`src/rtl/reg_image_deserializer_if.sv`:
```
// Bundle of the serial input, snapshot read port and status flags of the
// register image deserializer.
interface reg_image_deserializer_if #(
    parameter int WIDTH = 8,
    parameter int AW    = 4
);
    logic             serial_in;
    logic             start;
    logic [AW-1:0]    rd_addr;
    logic [WIDTH-1:0] rd_data;
    logic             frame_valid;
    logic             frame_done;
    logic             changed;
    logic             sync_err;
    logic             err_clr;
    logic [7:0]       frame_cnt;

    // Source side: drives the serial stream and reads the snapshot.
    modport master (
        output serial_in, start, rd_addr, err_clr,
        input  rd_data, frame_valid, frame_done, changed, sync_err, frame_cnt
    );

    // Deserializer side.
    modport slave (
        input  serial_in, start, rd_addr, err_clr,
        output rd_data, frame_valid, frame_done, changed, sync_err, frame_cnt
    );
endinterface

```
`src/rtl/reg_image_deserializer.sv`:
```
// Rebuilds the DEPTH x WIDTH register image from the serializer's bit stream
// and holds it in a snapshot that only ever changes on a whole-frame commit.
module reg_image_deserializer #(
    parameter int WIDTH = 8,
    parameter int DEPTH = 12,
    parameter int AW    = 4
) (
    input logic                    clk,
    input logic                    rst,
    reg_image_deserializer_if.slave bus
);
    localparam int FRAME_W = WIDTH * DEPTH;
    localparam int CW      = $clog2(FRAME_W);
    localparam logic [CW-1:0] LAST = CW'(FRAME_W - 1);

    typedef enum logic {
        IDLE,
        SHIFT
    } state_t;

    state_t             state, state_next;
    logic [CW-1:0]      cnt, cnt_next;
    logic               shift_en;
    logic               commit;
    logic               err_set;
    logic [FRAME_W-1:0] shift_reg;
    logic [FRAME_W-1:0] image_next;
    logic [FRAME_W-1:0] snap;
    logic               frame_valid;
    logic               frame_done;
    logic               changed;
    logic               sync_err;
    logic [7:0]         frame_cnt;
    logic [WIDTH-1:0]   rd_data;

    // The completed image includes the bit arriving in the commit cycle.
    assign image_next = {shift_reg[FRAME_W-2:0], bus.serial_in};

    // State and bit counter register.
    always_ff @(posedge clk) begin
        if (rst) begin
            state <= IDLE;
            cnt   <= '0;
        end else begin
            state <= state_next;
            cnt   <= cnt_next;
        end
    end

    // Framing decisions: accept, shift, commit, or restart on an early start.
    always_comb begin
        state_next = state;
        cnt_next   = cnt;
        shift_en   = 1'b0;
        commit     = 1'b0;
        err_set    = 1'b0;
        case (state)
            IDLE: begin
                if (bus.start) begin
                    shift_en   = 1'b1;
                    cnt_next   = CW'(1);
                    state_next = SHIFT;
                end
            end
            SHIFT: begin
                shift_en = 1'b1;
                if (bus.start) begin
                    // Partial frame is dropped; this bit opens a new frame.
                    err_set  = 1'b1;
                    cnt_next = CW'(1);
                end else if (cnt == LAST) begin
                    commit     = 1'b1;
                    cnt_next   = '0;
                    state_next = IDLE;
                end else begin
                    cnt_next = cnt + 1'b1;
                end
            end
            default: begin
                state_next = IDLE;
                cnt_next   = '0;
            end
        endcase
    end

    // Serial-to-parallel shift register, MSB of the frame enters first.
    always_ff @(posedge clk) begin
        if (rst) begin
            shift_reg <= '0;
        end else if (shift_en) begin
            shift_reg <= image_next;
        end
    end

    // Snapshot commit plus registered completion/change pulses and counters.
    always_ff @(posedge clk) begin
        if (rst) begin
            snap        <= '0;
            frame_valid <= 1'b0;
            frame_done  <= 1'b0;
            changed     <= 1'b0;
            frame_cnt   <= 8'd0;
        end else begin
            frame_done <= commit;
            changed    <= commit && (image_next != snap);
            if (commit) begin
                snap        <= image_next;
                frame_valid <= 1'b1;
                frame_cnt   <= frame_cnt + 8'd1;
            end
        end
    end

    // Sticky framing error; a new error in the clear cycle keeps it set.
    always_ff @(posedge clk) begin
        if (rst) begin
            sync_err <= 1'b0;
        end else if (err_set) begin
            sync_err <= 1'b1;
        end else if (bus.err_clr) begin
            sync_err <= 1'b0;
        end
    end

    // Combinational element read; element 0 occupies the top of the snapshot.
    always_comb begin
        rd_data = '0;
        for (int i = 0; i < DEPTH; i++) begin
            if (bus.rd_addr == AW'(i)) begin
                rd_data = snap[FRAME_W-1-i*WIDTH -: WIDTH];
            end
        end
    end

    assign bus.rd_data     = rd_data;
    assign bus.frame_valid = frame_valid;
    assign bus.frame_done  = frame_done;
    assign bus.changed     = changed;
    assign bus.sync_err    = sync_err;
    assign bus.frame_cnt   = frame_cnt;

endmodule

```
`src/flat_wrapper.sv`:
```
// flat-port wrapper written by rule: the top's interface ports become plain ports
module reg_image_deserializer_flat 
#(
    parameter int WIDTH = 8,
    parameter int DEPTH = 12,
    parameter int AW    = 4
)
  (clk, rst, bus_serial_in, bus_start, bus_rd_addr, bus_err_clr, bus_rd_data, bus_frame_valid, bus_frame_done, bus_changed, bus_sync_err, bus_frame_cnt);
  reg_image_deserializer_if #(.WIDTH(WIDTH), .AW(AW)) bus_i ();
  input logic clk;
  input logic rst;
  input wire logic [$bits(bus_i.serial_in)-1:0] bus_serial_in;
  input wire logic [$bits(bus_i.start)-1:0] bus_start;
  input wire logic [$bits(bus_i.rd_addr)-1:0] bus_rd_addr;
  input wire logic [$bits(bus_i.err_clr)-1:0] bus_err_clr;
  output wire logic [$bits(bus_i.rd_data)-1:0] bus_rd_data;
  output wire logic [$bits(bus_i.frame_valid)-1:0] bus_frame_valid;
  output wire logic [$bits(bus_i.frame_done)-1:0] bus_frame_done;
  output wire logic [$bits(bus_i.changed)-1:0] bus_changed;
  output wire logic [$bits(bus_i.sync_err)-1:0] bus_sync_err;
  output wire logic [$bits(bus_i.frame_cnt)-1:0] bus_frame_cnt;
  assign bus_i.serial_in = bus_serial_in;
  assign bus_i.start = bus_start;
  assign bus_i.rd_addr = bus_rd_addr;
  assign bus_i.err_clr = bus_err_clr;
  assign bus_rd_data = bus_i.rd_data;
  assign bus_frame_valid = bus_i.frame_valid;
  assign bus_frame_done = bus_i.frame_done;
  assign bus_changed = bus_i.changed;
  assign bus_sync_err = bus_i.sync_err;
  assign bus_frame_cnt = bus_i.frame_cnt;
  reg_image_deserializer #(.WIDTH(WIDTH), .DEPTH(DEPTH), .AW(AW)) u_core (.clk(clk), .rst(rst), .bus(bus_i));
endmodule
```
`config.mk`:
```
export PLATFORM = sky130hd
export DESIGN_NAME = reg_image_deserializer_flat
export DESIGN_NICKNAME = d
export VERILOG_FILES = /design/src/rtl/reg_image_deserializer_if.sv /design/src/rtl/reg_image_deserializer.sv /design/src/flat_wrapper.sv
export SDC_FILE = /design/constraint.sdc
export NUM_CORES = 1
export LEC_CHECK = 0
export CAP_MARGIN = 20
export CORE_MARGIN = 2
export CORE_UTILIZATION = 45
export DETAILED_ROUTE_END_ITERATION = 12
export PLACE_DENSITY = 0.61
export SYNTH_ARGS = -nofsm -noshare
export SYNTH_HDL_FRONTEND = slang
export SYNTH_SLANG_ARGS = --single-unit
```
`constraint.sdc`:
```
create_clock -name clk -period 4.4 [get_ports clk]
set_input_delay 0.88 -clock clk [delete_from_list [all_inputs] [get_ports clk]]
set_output_delay 0.88 -clock clk [all_outputs]
set_load 0.02 [all_outputs]
```
### Word-level counts from Yosys, hierarchy flattened

Cells that the tools add are included.

| storage, ports and cells | value |
|---|---|
| register bits after elaboration | 211 |
| word-level logic and storage cells | 56 |
| output and inout bits | 20 |
| input bits | 9 |

| cells by class | value |
|---|---|
| multiplexer cells | 27 |
| equality and inequality tests | 14 |
| reductions and logical operators | 3 |
| bitwise gates (word level) | 1 |
| add/subtract/negate cells | 2 |

Operator list:

| cell | count |
|---|---|
| two-way mux 8 bit | 12 |
| inequality test 96 bit | 1 |
| two-way mux 7 bit | 3 |
| equality test 4 x 3 -> 1 bit, second input constant | 4 |
| equality test 4 bit, second input constant | 4 |
| case mux 7 bit (2 select lines) | 1 |
| two-way mux 1 bit | 9 |
| adder 8 x 1 -> 8 bit, second input constant | 1 |
| equality test 4 x 2 -> 1 bit, second input constant | 2 |
| adder 7 x 1 -> 7 bit, second input constant | 1 |
| equality test 7 bit, second input constant | 1 |
| equality test 4 x 1 -> 1 bit, second input constant | 1 |
| zero test 4 bit | 1 |
| case mux 1 bit (2 select lines) | 2 |
| inequality test 2 bit, second input constant | 1 |
| nonzero test 2 bit | 1 |
| logical AND 1 bit | 1 |
| inverter 1 bit | 1 |

### Depth between registers and ports, before layout

Gate-level depths: netlist (run 1).

| depth | value |
|---|---|
| word-level depth | 13 |
| mapped depth | 8 |
| depth with buffers taken out | 6 |

### Worst setup path before layout (run 1)

Ideal clock, no wire load.

| timing path | value |
|---|---|
| path type | input-to-output |
| from | input port bus_rd_addr[0] |
| to | output port bus_rd_data[5] |
| data arrival time | 2.327 ns |
| setup slack | 1.193 ns |
| cell stages on the path | 8 |
| path buffers | 4 |
| data required time | 3.520 ns |
| path through | buf_4 buf_6 buf_4 buf_4 nand2_1 o22ai_1 a22oi_1 o32ai_1 |

| on the way | value |
|---|---|
| word-level cells in the longest chain between the ends | 13 |
| elaborated cells between the ends (all ways) | 24 |
| classes of those cells | eq/ne (11); mux (12); reduce/logical (1) |

RTL lines:

| item | line | source |
|---|---|---|
| from (decl) | flat_wrapper.sv:14 | `input wire logic [$bits(bus_i.rd_addr)-1:0] bus_rd_addr;` |
| zero test 4 bit | reg_image_deserializer.sv:129 | `if (bus.rd_addr == AW'(i)) begin` |
| two-way mux 8 bit (11 in series) | reg_image_deserializer.sv:129 |  |
| two-way mux 8 bit (*) | reg_image_deserializer.sv:129 |  |
| to (decl) | flat_wrapper.sv:16 | `output wire logic [$bits(bus_i.rd_data)-1:0] bus_rd_data;` |

Mark *: on every way between the ends. The rest lies on a longest branch, timed or not.

### Worst setup path after layout (run 1)

Same ends and word-level chain as after synthesis.

==> results of run 1 <==
-- worst max-delay path by stage --
stage               cells after the start           start  slack [ns]        endpoint
finish                                  9  bus_rd_addr[0]        0.19  bus_rd_data[5]
global route                            7  bus_rd_addr[2]        0.06  bus_rd_data[2]
CTS                                     7  bus_rd_addr[2]        0.26  bus_rd_data[2]
detailed placement                      7  bus_rd_addr[2]        0.26  bus_rd_data[2]
global placement                        8  bus_rd_addr[1]        0.21  bus_rd_data[6]
floorplan                               8  bus_rd_addr[0]        1.19  bus_rd_data[5]
-- per-stage QoR --
| step | utilization | instance area [µm²] | hold WS (ns) | instances | total power [W] |
|---|---|---|---|---|---|
| 3_3_place_gp | 0.481 | 9770 | 0.453 | 1417 | 0.00214 |
| 5_1_grt | 0.518 | 10500 | 0.489 | 1458 | 0.00415 |
| 2_1_floorplan | - | 9310 | 0.449 | 1184 | 0.00208 |
| 6_report | 0.518 | 10500 | 0.468 | 1458 | 0.00402 |
| 3_5_place_dp | 0.481 | 9770 | 0.466 | 1417 | 0.00214 |
| 4_1_cts | 0.518 | 10500 | 0.471 | 1458 | 0.00405 |
-- routing by layer --
| metal | up-vias | routed length [µm] | GRT usage | share of wire |
|---|---|---|---|---|
| met2 | 193 | 12000 | 0.377 | 0.45 |
| met1 | 3781 | 12500 | 0.354 | 0.47 |
| met5 | - | 0 | 0 | 0 |
| met4 | 0 | 674 | 0.0629 | 0.025 |
| met3 | 40 | 1390 | 0.0312 | 0.052 |
| li1 | 3910 | - | - | - |
-- logic make-up (layout without fill, tap and decap cells) --
| family | after synthesis | count (layout) | synth area share |
|---|---|---|---|
| xor+xnor | 104 | 104 | 0.0978 |
| buf+inv | 89 | 93 | 0.0415 |
| compound gates | 258 | 258 | 0.149 |
| simple gates | 493 | 493 | 0.217 |
| flops | 211 | 211 | 0.454 |
| fa+ha+maj | 2 | 2 | 0.00269 |
| mux | 27 | 27 | 0.0382 |
-- critical path, stage by stage --
cell	delay, ns
buf_2	0.27
buf_4	0.27
inv_1	0.28
o21ai_0	0.12
nand2_1	0.08
a22oi_1	0.08
o32ai_1	0.52
buf_4	0.21
clkdlybuf4s50_1	0.59
-- cells in the mapped netlist, drive strengths merged (9+ instances only) --
library cell / instances / area (µm²)
nand4: 23 / 144
mux2i: 13 / 130
dfxtp: 211 / 4220
xor2: 36 / 315
a21oi: 210 / 1050
nand2: 402 / 1510
o21ai: 18 / 90.1
clkbuf: 51 / 193
buf: 32 / 171
nor3: 9 / 55.1
xnor2: 68 / 596
nor2: 23 / 86.3
nor4: 13 / 81.3
-- layout by cell type (no fill, tap or decap), types with 3 or more instances in the layout --
cell type / Yosys / final
nor3_1: 7 / 6
nand4_1: 23 / 23
mux2i_1: 13 / 13
clkbuf_8: 0 / 4
clkbuf_16: 0 / 23
nor2b_1: 4 / 4
nand2b_1: 6 / 6
buf_12: 0 / 5
nor3_2: 2 / 3
nand3_1: 4 / 4
a21oi_1: 210 / 210
inv_1: 6 / 6
xor2_1: 36 / 36
clkinv_2: 0 / 3
o21ai_0: 18 / 18
a211oi_1: 3 / 3
nor2_1: 23 / 22
o22ai_1: 6 / 6
clkdlybuf4s50_1: 0 / 26
nand2_1: 402 / 402
mux2_2: 8 / 8
mux4_2: 6 / 6
o221ai_1: 4 / 4
buf_4: 3 / 13
xnor2_1: 68 / 68
dfxtp_1: 211 / 211
nor4_1: 13 / 13
clkbuf_1: 50 / 8
-- power by group --
group / switching [W] / internal (W) / total [W]
Combinational: 0.000130 / 0.0000541 / 0.000184
Sequential: 0.00000483 / 0.00191 / 0.00192
Clock: 0.000769 / 0.00115 / 0.00192
-- cell type report --
| type | instances | area (µm²) |
|---|---|---|
| clock buffers | 35 | 661 |
| well taps | 270 | 338 |
| clock inverters | 6 | 83.8 |
| flip-flops and latches | 211 | 4220 |
| multi-input cells | 884 | 4710 |
| repair buffers | 46 | 474 |
| fillers | 1997 | 9780 |
| inverters | 6 | 22.5 |
==> results.sh, run 1 <==
export IMPL_ios=29
export IMPL_grt_pass1_vias=7363
export IMPL_max_vdd_ir_drop_v=0.000317
export IMPL_clk_pin_slew_worst_paths_ns=0.06
export IMPL_die_w_um=148
export IMPL_cp_max_fo=19
export IMPL_drc=0
export IMPL_setup_worst_path_start_class="primary input"
export IMPL_dr_total_vias=7924
export IMPL_root_buffer="clkbuf_16"
export IMPL_synth_seq_cells=211
export IMPL_antenna_found_initial=0
export IMPL_die_area_um2=21900
export IMPL_netlist_area_um2=9310
export IMPL_syn_inst=1184
export IMPL_h_tree_depth=1
export IMPL_fmax_mhz=238
export IMPL_r2r_start="u_core.shift_reg[51]$_SDFFE_PP0P_"
export IMPL_clockBufferDepth=3
export IMPL_fp_dieH_um=148
export IMPL_syn_nets=1195
export IMPL_wl_per_cell_um=18.2
export IMPL_overflow=0
export IMPL_p_leak_nw=3.51
export IMPL_start_util=0.459
export IMPL_core_area_um2=20300
export IMPL_p_per_area_nw_per_um2=382
export IMPL_dr_pass1_iters=6
export IMPL_finalCritPeriodShare=0.957
export IMPL_rows=52
export IMPL_gp_congestion=0.913
export IMPL_hold_viol_final=0
export IMPL_hold_path_class="register to register"
export IMPL_port_buffers=28
export IMPL_post_cts_buffers=0
export IMPL_hpwl_mm=17.5
export IMPL_setup_violations=0
export IMPL_dp_slack_ns=0.265
export IMPL_critPathCaptureType="primary output"
export IMPL_hold_start="u_core.bus.sync_err$_SDFFE_PP0P_"
export IMPL_cts_tree="yes"
export IMPL_synth_edf_count=0
export IMPL_ys_warn_count=0
export IMPL_track_usage=0.242
export IMPL_postRouteAntennaNets=0
export IMPL_setup_ws_ns=0.191
export IMPL_synth_ff_type="dfxtp_1"
export IMPL_rsz0062_at_grt="false"
export IMPL_synth_area_per_cell_um2=7.86
export IMPL_skew_ns=0.00983
export IMPL_worst_pin_slew_ns=1.00
export IMPL_status="completed"
export IMPL_clk_latency_ns=0.50
export IMPL_ys_types=49
export IMPL_numClockSinks=211
export IMPL_grt_pass1_wl_mm=42.0
export IMPL_setup_tns_ns=0
export IMPL_drv_slew=0
export IMPL_fin_crit_ns=4.21
export IMPL_largest_reg_flops=96
export IMPL_area_growth_pct=13.0
export IMPL_ff2ff_path_depth=5
export IMPL_critPathKind="primary input to primary output"
export IMPL_rr_endpoint="u_core.bus.changed$_SDFF_PP0_"
export IMPL_nets=1183
export IMPL_r2r_slack_ns=2.15
export IMPL_whs_path_depth=2
export IMPL_grt_max_degree=113
export IMPL_drt_iter0_drc=730
export IMPL_async_flop_share=0
export IMPL_cts_buffers=23
export IMPL_n_antenna_cell=0
export IMPL_max_cap_violations=0
export IMPL_cts_resized=0
export IMPL_postCtsHoldBufs=0
export IMPL_drive_gt1_frac=0.0614
export IMPL_crit_required_ns=3.52
export IMPL_worstPathArrival_ns=3.33
export IMPL_ys_seq_area_frac=0.454
export IMPL_min_to="u_core.bus.sync_err$_SDFFE_PP0P_"
export IMPL_routed_wl_mm=26.5
export IMPL_viasPerCell=5.43
export IMPL_slew_headroom=0.334
No activity file was read; power rests on OpenSTA's default activity.
==> run 2, diff against run 1 <==
--- a/config.mk
+++ b/config.mk
@@ -6,10 +6,12 @@
 export NUM_CORES = 1
 export LEC_CHECK = 0
 export CAP_MARGIN = 20
+export CELL_PAD_IN_SITES_DETAIL_PLACEMENT = 2
+export CELL_PAD_IN_SITES_GLOBAL_PLACEMENT = 2
 export CORE_MARGIN = 2
-export CORE_UTILIZATION = 45
+export CORE_UTILIZATION = 40
 export DETAILED_ROUTE_END_ITERATION = 12
-export PLACE_DENSITY = 0.61
+export PLACE_DENSITY = 0.85
 export SYNTH_ARGS = -nofsm -noshare
 export SYNTH_HDL_FRONTEND = slang
 export SYNTH_SLANG_ARGS = --single-unit
==> results.sh, run 2 (same netlist as run 1, synthesis figures left out) <==
export IMPL_postCtsHoldBufs=0
export IMPL_utilization=0.468
export IMPL_clockBufferDepth=3
export IMPL_core_area_um2=22700
export IMPL_setup_worst_path_start_class="primary input"
export IMPL_start_util=0.410
export IMPL_track_usage=0.275
export IMPL_worstPathArrival_ns=3.35
export IMPL_critPathCaptureType="primary output"
export IMPL_fmax_mhz=237
export IMPL_die_w_um=157
export IMPL_drive_gt1_frac=0.0687
export IMPL_dr_total_vias=8333
export IMPL_drc=0
export IMPL_port_buffers=28
export IMPL_clk_latency_ns=0.53
export IMPL_gp_congestion=0.898
export IMPL_grt_pass1_wl_mm=52.0
export IMPL_critPathKind="primary input to primary output"
export IMPL_viasPerCell=5.63
export IMPL_hold_viol_final=0
export IMPL_cp_max_fo=10
export IMPL_setup_violations=0
export IMPL_cts_buffers=25
export IMPL_rsz0062_at_grt="false"
export IMPL_numClockSinks=211
export IMPL_grt_max_degree=98
export IMPL_skew_ns=0.00979
export IMPL_crit_required_ns=3.52
export IMPL_fin_crit_ns=4.23
export IMPL_antenna_found_initial=1
export IMPL_routed_wl_mm=33.2
export IMPL_die_area_um2=24500
export IMPL_drt_iter0_drc=414
export IMPL_status="completed"
export IMPL_slew_headroom=0.268
export IMPL_max_cap_violations=0
export IMPL_finalCritPeriodShare=0.961
export IMPL_mostFrequentLayoutCells="402 x nand2_1, 211 x dfxtp_1, 210 x a21oi_1"
export IMPL_drv_slew=0
export IMPL_hold_path_class="register to register"
export IMPL_hpwl_mm=22.1
export IMPL_fp_dieH_um=157
export IMPL_grt_pass1_vias=9002
export IMPL_nets=1188
export IMPL_p_leak_nw=3.57
export IMPL_rows=55
export IMPL_area_growth_pct=14.1
export IMPL_root_buffer="clkbuf_16"
export IMPL_ios=29
export IMPL_cts_tree="yes"
export IMPL_max_vdd_ir_drop_v=0.000275
export IMPL_power_w=0.00418
export IMPL_final_common_cell="nand2_1"
export IMPL_p_per_area_nw_per_um2=394
export IMPL_dr_pass1_iters=5
export IMPL_clk_pin_slew_worst_paths_ns=0.06
export IMPL_nFillCells=2541
export IMPL_wl_per_cell_um=22.5
export IMPL_postRouteAntennaNets=0
export IMPL_h_tree_depth=1
export IMPL_worst_pin_slew_ns=1.10
export IMPL_largest_reg_flops=96
export IMPL_overflow=0
run 2: final cells by class:
| class | instances | area, µm² | share of cell area |
|---|---|---|---|
| Antenna cell | 1 | 2.50 | 0.000236 |
| Sequential cell | 211 | 4220 | 0.398 |
| Tap cell | 285 | 357 | 0.0336 |
| Timing Repair Buffer | 49 | 474 | 0.0446 |
| Multi-Input combinational cell | 884 | 4730 | 0.445 |
| Inverter | 6 | 22.5 | 0.00212 |
| Clock inverter | 7 | 95.1 | 0.00895 |
| Clock buffer | 37 | 721 | 0.0678 |
run 2: what timing repair did:
item	4_1_cts	5_1_grt
buffers inserted	0	0
hold endpoints to repair	0	0
gates resized for setup	1	3
setup endpoints to repair	1	3
run 2: report_power, final:
group | switching (W) | leakage (nW) | internal [W]
sequential | 0.00000468 | 1.70 | 0.00191
combinational | 0.000136 | 1.47 | 0.0000554
clock | 0.000827 | 0.403 | 0.00125
run 2: metal layers:
layer	share of wire	track usage
met5	0	0
met4	0.031	0.0852
met3	0.040	0.0399
met2	0.49	0.483
met1	0.44	0.349
run 2: worst max-delay path: stages:
cell and delay (ns):
clkdlybuf4s50_1 0.64, buf_4 0.24, nand2b_1 0.18, o221ai_1 0.16, o21ai_0 0.15, a21oi_1 0.10, o21ai_0 0.32, clkdlybuf4s50_1 0.68
run 2: path summary, 6_finish.rpt:
check	from	end	slack (ns)	cells after the start
worst max-delay path	bus_rd_addr[3]	bus_rd_data[0]	0.17	8
worst min-delay path	u_core.bus.sync_err$_SDFFE_PP0P_	u_core.bus.sync_err$_SDFFE_PP0P_	0.48	2
worst max register to register	u_core.shift_reg[51]$_SDFFE_PP0P_	u_core.bus.changed$_SDFF_PP0_	1.73	5
worst min register to register	u_core.bus.sync_err$_SDFFE_PP0P_	u_core.bus.sync_err$_SDFFE_PP0P_	0.48	2
run 2: through the flow:
step | setup WS, ns | std cells | cell area, µm² | setup TNS [ns] | hold slack, ns
after floorplan | 1.19 | 1184 | 9310 | 0 | 0.449
after global placement | 0.0725 | 1435 | 9790 | 0 | 0.449
after detailed placement | -0.0302 | 1435 | 9790 | -0.0302 | 0.465
after CTS | 0.0772 | 1479 | 10600 | 0 | 0.478
after global routing | 0.0666 | 1480 | 10600 | 0 | 0.512
final | 0.173 | 1480 | 10600 | 0 | 0.476
